===== src/rtl/ps2_pkg.sv =====
// Shared PS/2 definitions used by the host transmitter and the keyboard receiver:
// state encoding, frame constants and the odd-parity helper.
package ps2_pkg;

  typedef enum logic [2:0] {
    IDLE      = 3'd0,
    INHIBIT   = 3'd1,
    REQ       = 3'd2,
    SEND      = 3'd3,
    ACK       = 3'd4,
    WAIT_IDLE = 3'd5,
    FAIL      = 3'd6
  } ps2_state_t;

  localparam int         PS2_FRAME_EDGES = 11;
  localparam logic [7:0] PS2_ACK_BYTE    = 8'hFA;

  function automatic logic odd_parity(input logic [7:0] d);
    return ~^d;
  endfunction

endpackage


===== src/rtl/ps2_line_filter.sv =====
// Two-flop synchroniser followed by a glitch filter: the output only follows the
// synchronised input after FILTER_LEN consecutive samples disagree with it.
module ps2_line_filter #(
  parameter int FILTER_LEN = 4
) (
  input  logic clk,
  input  logic reset,
  input  logic raw,
  output logic filt
);

  localparam int CNT_W = $clog2(FILTER_LEN + 1);

  logic             sync1;
  logic             sync2;
  logic [CNT_W-1:0] cnt;

  always_ff @(posedge clk or posedge reset) begin
    if (reset) begin
      sync1 <= 1'b1;
      sync2 <= 1'b1;
      cnt   <= '0;
      filt  <= 1'b1;
    end else begin
      sync1 <= raw;
      sync2 <= sync1;
      if (sync2 == filt) begin
        cnt <= '0;
      end else if (cnt == CNT_W'(FILTER_LEN - 1)) begin
        filt <= sync2;
        cnt  <= '0;
      end else begin
        cnt <= cnt + 1'b1;
      end
    end
  end

endmodule


===== src/rtl/ps2_host_tx.sv =====
// PS/2 host-to-device transmitter driving open-drain clock/data enables.
// Define PS2_TX_RETRY_EN to retry NACKed or timed-out frames up to MAX_RETRIES times.
module ps2_host_tx
  import ps2_pkg::*;
#(
  parameter int INHIBIT_CYCLES = 3000,
  parameter int TIMEOUT_CYCLES = 50000,
  parameter int FILTER_LEN     = 4,
  parameter int MAX_RETRIES    = 2
) (
  input  logic       clk,
  input  logic       reset,
  input  logic [7:0] tx_data,
  input  logic       tx_valid,
  output logic       tx_ready,
  output logic       busy,
  output logic       tx_done,
  output logic       tx_error,
  input  logic       ps2_clk_in,
  input  logic       ps2_data_in,
  output logic       ps2_clk_oe,
  output logic       ps2_data_oe
);

  localparam int INH_W = $clog2(INHIBIT_CYCLES + 1);
  localparam int TO_W  = $clog2(TIMEOUT_CYCLES + 1);

  ps2_state_t       state;
  ps2_state_t       state_prev;
  logic             clk_f;
  logic             data_f;
  logic             clk_f_d;
  logic             clk_fall;
  logic [7:0]       data_q;
  logic             parity_q;
  logic [INH_W-1:0] inh_cnt;
  logic [TO_W-1:0]  tout_cnt;
  logic [3:0]       bit_cnt;
  logic             armed;
  logic             timeout;
  logic             accept;
`ifdef PS2_TX_RETRY_EN
  logic [1:0]       retry_cnt;
`endif

  ps2_line_filter #(.FILTER_LEN(FILTER_LEN)) u_clk_filter (
    .clk   (clk),
    .reset (reset),
    .raw   (ps2_clk_in),
    .filt  (clk_f)
  );

  ps2_line_filter #(.FILTER_LEN(FILTER_LEN)) u_data_filter (
    .clk   (clk),
    .reset (reset),
    .raw   (ps2_data_in),
    .filt  (data_f)
  );

  assign clk_fall = clk_f_d & ~clk_f;
  assign accept   = (state == IDLE) && tx_valid && tx_ready;
  assign armed    = (state == REQ) || (state == SEND) || (state == ACK) || (state == WAIT_IDLE);
  assign timeout  = armed && (tout_cnt == TO_W'(TIMEOUT_CYCLES - 1));

  // Byte and parity are captured once; tx_data is ignored afterwards.
  always_ff @(posedge clk) begin
    if (accept) begin
      data_q   <= tx_data;
      parity_q <= odd_parity(tx_data);
    end
  end

  // Watchdog restarts on each state entry (seen as state != state_prev) and on each device edge.
  always_ff @(posedge clk or posedge reset) begin
    if (reset) begin
      clk_f_d    <= 1'b1;
      state_prev <= IDLE;
      tout_cnt   <= '0;
    end else begin
      clk_f_d    <= clk_f;
      state_prev <= state;
      if (!armed || clk_fall || (state != state_prev)) begin
        tout_cnt <= '0;
      end else if (!timeout) begin
        tout_cnt <= tout_cnt + 1'b1;
      end
    end
  end

  always_ff @(posedge clk or posedge reset) begin
    if (reset) begin
      state       <= IDLE;
      tx_ready    <= 1'b1;
      busy        <= 1'b0;
      tx_done     <= 1'b0;
      tx_error    <= 1'b0;
      ps2_clk_oe  <= 1'b0;
      ps2_data_oe <= 1'b0;
      inh_cnt     <= '0;
      bit_cnt     <= '0;
`ifdef PS2_TX_RETRY_EN
      retry_cnt   <= '0;
`endif
    end else begin
      tx_done  <= 1'b0;
      tx_error <= 1'b0;
      case (state)
        IDLE: begin
          if (accept) begin
            state      <= INHIBIT;
            tx_ready   <= 1'b0;
            busy       <= 1'b1;
            ps2_clk_oe <= 1'b1;
            inh_cnt    <= '0;
`ifdef PS2_TX_RETRY_EN
            retry_cnt  <= '0;
`endif
          end
        end
        INHIBIT: begin
          if (inh_cnt == INH_W'(INHIBIT_CYCLES - 1)) begin
            ps2_data_oe <= 1'b1;
            state       <= REQ;
          end else begin
            inh_cnt <= inh_cnt + 1'b1;
          end
        end
        REQ: begin
          ps2_clk_oe <= 1'b0;
          bit_cnt    <= '0;
          state      <= SEND;
        end
        SEND: begin
          if (timeout) begin
            state <= FAIL;
          end else if (clk_fall) begin
            // bit_cnt holds edge-1 here: 0..7 data, 8 parity, 9 stop.
            bit_cnt <= bit_cnt + 1'b1;
            if (bit_cnt < 4'd8) begin
              ps2_data_oe <= ~data_q[bit_cnt[2:0]];
            end else if (bit_cnt == 4'd8) begin
              ps2_data_oe <= ~parity_q;
            end else begin
              ps2_data_oe <= 1'b0;
              state       <= ACK;
            end
          end
        end
        ACK: begin
          if (timeout) begin
            state <= FAIL;
          end else if (clk_fall) begin
            bit_cnt <= bit_cnt + 1'b1;
            state   <= data_f ? FAIL : WAIT_IDLE;
          end
        end
        WAIT_IDLE: begin
          if (timeout) begin
            state <= FAIL;
          end else if (clk_f && data_f) begin
            tx_done  <= 1'b1;
            tx_ready <= 1'b1;
            busy     <= 1'b0;
            state    <= IDLE;
          end
        end
        FAIL: begin
          ps2_clk_oe  <= 1'b0;
          ps2_data_oe <= 1'b0;
`ifdef PS2_TX_RETRY_EN
          retry_cnt <= retry_cnt + 2'd1;
          if (int'(retry_cnt) + 1 <= MAX_RETRIES) begin
            ps2_clk_oe <= 1'b1;
            inh_cnt    <= '0;
            state      <= INHIBIT;
          end else begin
            tx_error <= 1'b1;
            tx_ready <= 1'b1;
            busy     <= 1'b0;
            state    <= IDLE;
          end
`else
          tx_error <= 1'b1;
          tx_ready <= 1'b1;
          busy     <= 1'b0;
          state    <= IDLE;
`endif
        end
        default: begin
          state       <= IDLE;
          tx_ready    <= 1'b1;
          busy        <= 1'b0;
          ps2_clk_oe  <= 1'b0;
          ps2_data_oe <= 1'b0;
        end
      endcase
    end
  end

endmodule


===== config.mk =====
export PLATFORM = sky130hd
export DESIGN_NAME = ps2_host_tx
export DESIGN_NICKNAME = d
export VERILOG_FILES = /design/src/rtl/ps2_pkg.sv /design/src/rtl/ps2_line_filter.sv /design/src/rtl/ps2_host_tx.sv
export SDC_FILE = /design/constraint.sdc
export NUM_CORES = 1
export LEC_CHECK = 0
export CAP_MARGIN = 20
export CELL_PAD_IN_SITES_DETAIL_PLACEMENT = 1
export CELL_PAD_IN_SITES_GLOBAL_PLACEMENT = 1
export CORE_ASPECT_RATIO = 1.5
export CORE_MARGIN = 3
export CORE_UTILIZATION = 35
export DETAILED_ROUTE_END_ITERATION = 7
export DONT_BUFFER_PORTS = 1
export PLACE_DENSITY = 0.57
export SLEW_MARGIN = 20
export SYNTH_ARGS = -nofsm -noshare
export SYNTH_HDL_FRONTEND = slang
export SYNTH_SLANG_ARGS = --single-unit

===== constraint.sdc =====
create_clock -name clk -period 5.25 [get_ports clk]
set_input_delay 0.7875 -clock clk [delete_from_list [all_inputs] [get_ports clk]]
set_output_delay 0.7875 -clock clk [all_outputs]
set_load 0.005 [all_outputs]

== Yosys cells after proc, flatten, opt, wreduce, memory -nomap -nowiden ==
Cells that the tools add are included.

* Logic and storage cells: 138
* Output and inout port bits: 6
* Register bits after elaboration: 66

* $add $sub $neg: 5
* Bitwise logic cells: 9
* Reductions and logical operators: 26
* Magnitude comparators: 2
* Equal/unequal tests: 29
* Muxes and demuxes: 45

{| class="wikitable"
|+ Operators with widths
! kind !! number
|-
| $mux W3 || 14
|-
| $mux W16 || 2
|-
| $mux W12 || 2
|-
| $pmux W12 S2 || 1
|-
| $pmux W3 S6 || 1
|-
| $add A16 B1 Y16 const B || 1
|-
| $eq A16 B16 Y1 const B || 1
|-
| $mux W1 || 16
|-
| $ne A2 B2 Y1 const B || 7
|-
| $add A12 B1 Y12 const B || 1
|-
| $eq A12 B12 Y1 const B || 1
|-
| $eq A3 B2 Y1 const B || 4
|-
| $ne A3 B3 Y1 const B || 4
|-
| $reduce_or A4 Y1 || 3
|-
| $eq A3 B3 Y1 const B || 3
|-
| $pmux W1 S3 || 3
|-
| $mux W4 || 2
|-
| $not A1 Y1 || 8
|-
| $pmux W4 S2 || 1
|-
| $reduce_and A4 Y1 || 2
|-
| $reduce_xnor A8 Y1 || 1
|-
| $reduce_and A7 Y1 || 1
|-
| $add A3 B1 Y3 const B || 2
|-
| $ne A2 B1 Y1 const B || 3
|-
| 20 further kinds || 32
|}

== Depth between registers and ports, before layout ==
* Word-level depth: 8
* Depth in mapped cells: 7
* Gate-level depth less buffers: 7

== Hierarchy ==
A second synthesis with hierarchy kept.

* Cell total of the unflattened synthesis: 319
* Area total of the unflattened synthesis: 3367.0 um2

{| class="wikitable"
|+ Modules (own cells, without submodules)
! module !! sequential area each (um2) !! cells each !! instances !! area each (um2)
|-
| ps2_host_tx || 1398.8 || 291 || 1 || 2919.0
|-
| ps2_line_filter || 153.9 || 14 || 2 || 224.0
|}

== Least setup slack after synthesis ==
No wires, ideal clock.

* Kind: reg-to-reg
* From: register state[2]
* To: register data_q[0], enable pin
* Data required time: 4.873 ns
* Stages on the path, launching flop included: 6
* Arrival: 1.643 ns
* Period minus slack after synthesis: 2.020 ns
* Slack: 3.230 ns
* Setup time: 0.377 ns
* Cell sequence: dfrtp_1 > buf_1 > inv_1 > nand2_1 > nor3_1 > clkbuf_1

* Longest elaborated chain between the ends: 3

{| class="wikitable"
|+ Ends and longest elaborated chain
! what !! RTL line !! source
|-
| start: declaration || ps2_host_tx.sv:28 || <nowiki>ps2_state_t state;</nowiki>
|-
| start signal: assignment || ps2_host_tx.sv:154 || <nowiki>state <= data_f ? FAIL : WAIT_IDLE;</nowiki>
|-
| $logic_not A3 Y1 || ps2_host_tx.sv:61 || <nowiki>assign accept = (state == IDLE) && tx_valid && tx_ready;</nowiki>
|-
| $logic_and A1 B1 Y1 (2 in series) || ps2_host_tx.sv:61 ||
|-
| via accept || ps2_host_tx.sv:41 || <nowiki>logic accept;</nowiki>
|-
| end signal: assignment || ps2_host_tx.sv:68 || <nowiki>data_q <= tx_data;</nowiki>
|-
| end: declaration || ps2_host_tx.sv:34 || <nowiki>logic [7:0] data_q;</nowiki>
|}

The timed path passes the listed nets, and every way through them passes these cells.
A chain may end at the register's enable or synchronous reset.

== Final worst setup path ==
* From: register tout_cnt[0]
* To: register bit_cnt[2]

* Longest elaborated chain between the ends: 4

{| class="wikitable"
|+ Ends and longest elaborated chain
! what !! RTL line !! source
|-
| start: declaration || ps2_host_tx.sv:37 || <nowiki>logic [TO_W-1:0] tout_cnt;</nowiki>
|-
| start signal: assignment || ps2_host_tx.sv:85 || <nowiki>tout_cnt <= tout_cnt + 1'b1;</nowiki>
|-
| $eq A16 B16 Y1 || ps2_host_tx.sv:63 || <nowiki>assign timeout = armed && (tout_cnt == TO_W'(TIMEOUT_CYCLES - 1));</nowiki>
|-
| $logic_and A1 B1 Y1 || ps2_host_tx.sv:63 ||
|-
| $ne A2 B2 Y1 (no line) || n/a ||
|-
| $reduce_and A3 Y1 (no line) || n/a ||
|-
| end signal: assignment || ps2_host_tx.sv:138 || <nowiki>bit_cnt <= bit_cnt + 1'b1;</nowiki>
|-
| end signal: assignment || ps2_host_tx.sv:153 || <nowiki>bit_cnt <= bit_cnt + 1'b1;</nowiki>
|-
| end: declaration || ps2_host_tx.sv:38 || <nowiki>logic [3:0] bit_cnt;</nowiki>
|}

Every way passes these cells.

==> impl_results.md <==
* CTS Buf Count at 9
* CP Capture Type: flop
* Most common cell after layout, fill and taps aside: dfrtp_1
* Setup Fix Bufs, Post-CTS at 0
* Tcrit/Tclk final at 41.9%
* Fin nets at 331
* Worst Hold Slack at 0.354 ns
* Syn Inst Count at 307
* H-tree depth at 3
* Die span in y at 124 µm
* Synth Warn # at 0
* Syn Std Cell Area at 0.00326 mm²
* PD cells at 337 mW/mm²
* Via density at 5.39
* Slew @ Worst Pin at 0.740 ns
* Slew Limit Fails at 0
* Clk Latency, worst-skew pair at 0.33 ns
* Synth Area in Simple Gates at 20.8%
* Initial antenna violation count at 0
* Synth async-reset ratio at 86.4%
* Final Skew at 0.00775 ns
* # diodes at 0
* DR iter-0 viols at 72
* Status: complete, no violations
* Die area at 0.0105 mm²
* RSZ-0062 raised after global routing: false
* CTS max path bufs at 2
* Register area share after synthesis at 52.4%
* Crit Path Class: reg2reg
* Initial Utilization at 36.5%
* # IOs at 19
* Drt drc at 0
* Critical Path Start Type: flop
* Synth Area in Adders at 2.30%
* Final Setup Violations at 0
* Most frequent cells in the layout: dfrtp_1, nor2_1, nand2_1
* Share of post-route cells with drive strength above 1 at 12.6%
* FP Rows at 42
* Worst path required time at 5.46 ns
* Arrival time of the worst setup path at 2.40 ns
* GPL Wtd Cong at 0.732
* Max_cap viols at 0
* Setup TNS at 0 ns
* Yosys cell types at 56
* Clock slew at reported path FFs at 0.06 ns
* Hold Path Class: reg2reg
* CP max FO at 13
* Largest family of logic cells by synthesized area: simple AND/OR/NAND/NOR gates
* Final wirelength at 7150 µm
* #FFs+latches synth at 66
* Core ar. at 0.00893 mm²
* Worst IR Drop VDD at 0.000170 V
* Post-synthesis compound-gate area fraction at 10.6%
* Synth-to-Final Area Change at 11.9%
* TritonCTS clock tree: built
* Proportion of synthesized area in mux cells at 2.69%
* Xor and xnor area share after synthesis at 8.60%
* Routed Antenna Nets at 0
* Largest net degree at the start of global routing at 58
* First-pass GRT wire length at 12,700 µm
* Avg Cell Area, Syn at 10.6 µm²
* Minimum clock period at 2.20 ns
* Achievable Freq at 455 MHz
* Post-synth EDFFs at 9
* CTS resizes at 0
* DR WL/cell at 16.7 µm
* Root buffer cell: clkbuf_16
* Die Width at 84.8 µm
* Relative slew slack at 50.7%
* DRT Pass-1 Iters at 4
* Leakage at 1.45 nW
* Total grt overflow at 0
* Post-CTS Hold Buffers at 0
* Post-DP HPWL at 4990 µm
* Number of port buffers at 0
* TritonCTS Sinks at 66
* Main synth FF type: dfrtp_1
* Number of global-route vias before repair at 2,546
* DR vias at 2,300
* Fin. Hold Viols at 0
* Post-Syn Nets at 326
* Total track usage at 15.5%
==> cell families after synthesis <==
| family | count (synthesis) |
|---|---|
| AOI/OAI and AO/OA | 50 |
| xor gates and xnor gates | 32 |
| adders and majority gates | 6 |
| buffers and inverters | 18 |
| DFF | 66 |
| muxes | 6 |
| and+or+nand+nor | 129 |
==> stage by stage <==
stage               std cells  cell area [µm²]  power [mW]  worst slack [ns]  util, %
floorplan                 307             3260       0.661              3.08        -
detailed placement        411             3370       0.690              3.03     37.8
global placement          411             3370       0.688              3.05     37.8
global route              427             3640        1.29              2.81     40.8
finish                    427             3640        1.23              3.05     40.8
CTS                       427             3640        1.25              3.02     40.8
==> per-layer routing <==
metal	track usage (%)	wire, µm	vias to the layer above
met5	0	0	-
met4	7.43	157	0
met3	3.18	223	12
met2	27.6	3940	29
met1	17.7	2820	1159
li1	-	-	1100
==> synthesized netlist by cell type, types with 2 or more instances <==
cell type,number,share of area (%)
dfrtp_1,49,38
nor2_1,39,4.5
nand2_1,29,3.3
xnor2_1,21,5.6
nand3_1,14,2.2
a21oi_1,13,2.0
xor2_1,11,3.0
edfxtp_1,9,8.3
o21ai_0,9,1.4
dfstp_2,8,6.5
inv_1,8,0.92
nor3_1,8,1.2
nand4_1,7,1.3
ha_1,6,2.3
nor3b_1,6,1.4
nand2b_1,5,0.96
o211ai_1,5,1.2
a31oi_1,4,0.77
and3_1,4,0.77
clkbuf_1,4,0.46
nor2b_1,3,0.58
a211oi_1,2,0.46
buf_1,2,0.23
buf_6,2,0.69
mux2_2,2,0.69
mux2i_1,2,0.61
mux4_2,2,1.4
nor4_1,2,0.38
nor4_2,2,0.77
o41ai_1,2,0.54
or4_4,2,0.69
==> critical path: stages (launching register included) <==
cell and delay, ns:
dfrtp_1 0.42, ha_1 0.23, nand3_1 0.24, nor4_2 0.08
buf_4 0.19, nor2_1 0.38, a31oi_1 0.15, o32a_1 0.38
==> power by group <==
group | total [mW] | internal (mW) | switching [mW] | leakage [nW]
combinational | 0.100 | 0.0426 | 0.0577 | 0.501
clock | 0.548 | 0.346 | 0.202 | 0.131
sequential | 0.578 | 0.556 | 0.0221 | 0.815
total | 1.23 | 0.945 | 0.282 | 1.45
==> registers in the layout, indices dropped and copies added (netlist names) <==
signal,cells
tout_cnt,16
inh_cnt,12
data_q,8
bit_cnt,4
state,3
state_prev,3
u_clk_filter.cnt,3
u_data_filter.cnt,3
busy,1
clk_f_d,1
parity_q,1
ps2_clk_oe,1
ps2_data_oe,1
tx_done,1
tx_error,1
tx_ready,1
u_clk_filter.filt,1
u_clk_filter.sync1,1
u_clk_filter.sync2,1
u_data_filter.filt,1
u_data_filter.sync1,1
u_data_filter.sync2,1
==> final cells by class <==
| type | count | area (µm²) |
|---|---|---|
| Inverter | 8 | 30.0 |
| Clock buffer | 16 | 272 |
| Timing Repair Buffer | 4 | 30.0 |
| Sequential cell | 66 | 1710 |
| Multi-Input combinational cell | 223 | 1470 |
| Tap cell | 110 | 138 |
| Fill cell | 1000 | 5290 |
==> final timing paths <==
path | from | end | slack (ns) | cells past startpoint
worst max register to register | tout_cnt[0]$_DFFE_PP0P_ | bit_cnt[2]$_DFFE_PP0P_ | 3.05 | 7
worst min register to register | u_clk_filter.sync1$_DFF_PP1_ | u_clk_filter.sync2$_DFF_PP1_ | 0.35 | 0
worst max-delay path | tout_cnt[0]$_DFFE_PP0P_ | bit_cnt[2]$_DFFE_PP0P_ | 3.05 | 7
min in group asynchronous | reset | inh_cnt[2]$_DFFE_PP0P_ | 0.55 | 2
max in group asynchronous | reset | ps2_data_oe$_DFFE_PP0P_ | 4.20 | 2
worst min-delay path | u_clk_filter.sync1$_DFF_PP1_ | u_clk_filter.sync2$_DFF_PP1_ | 0.35 | 0
Power figures use the tool's default switching activity.
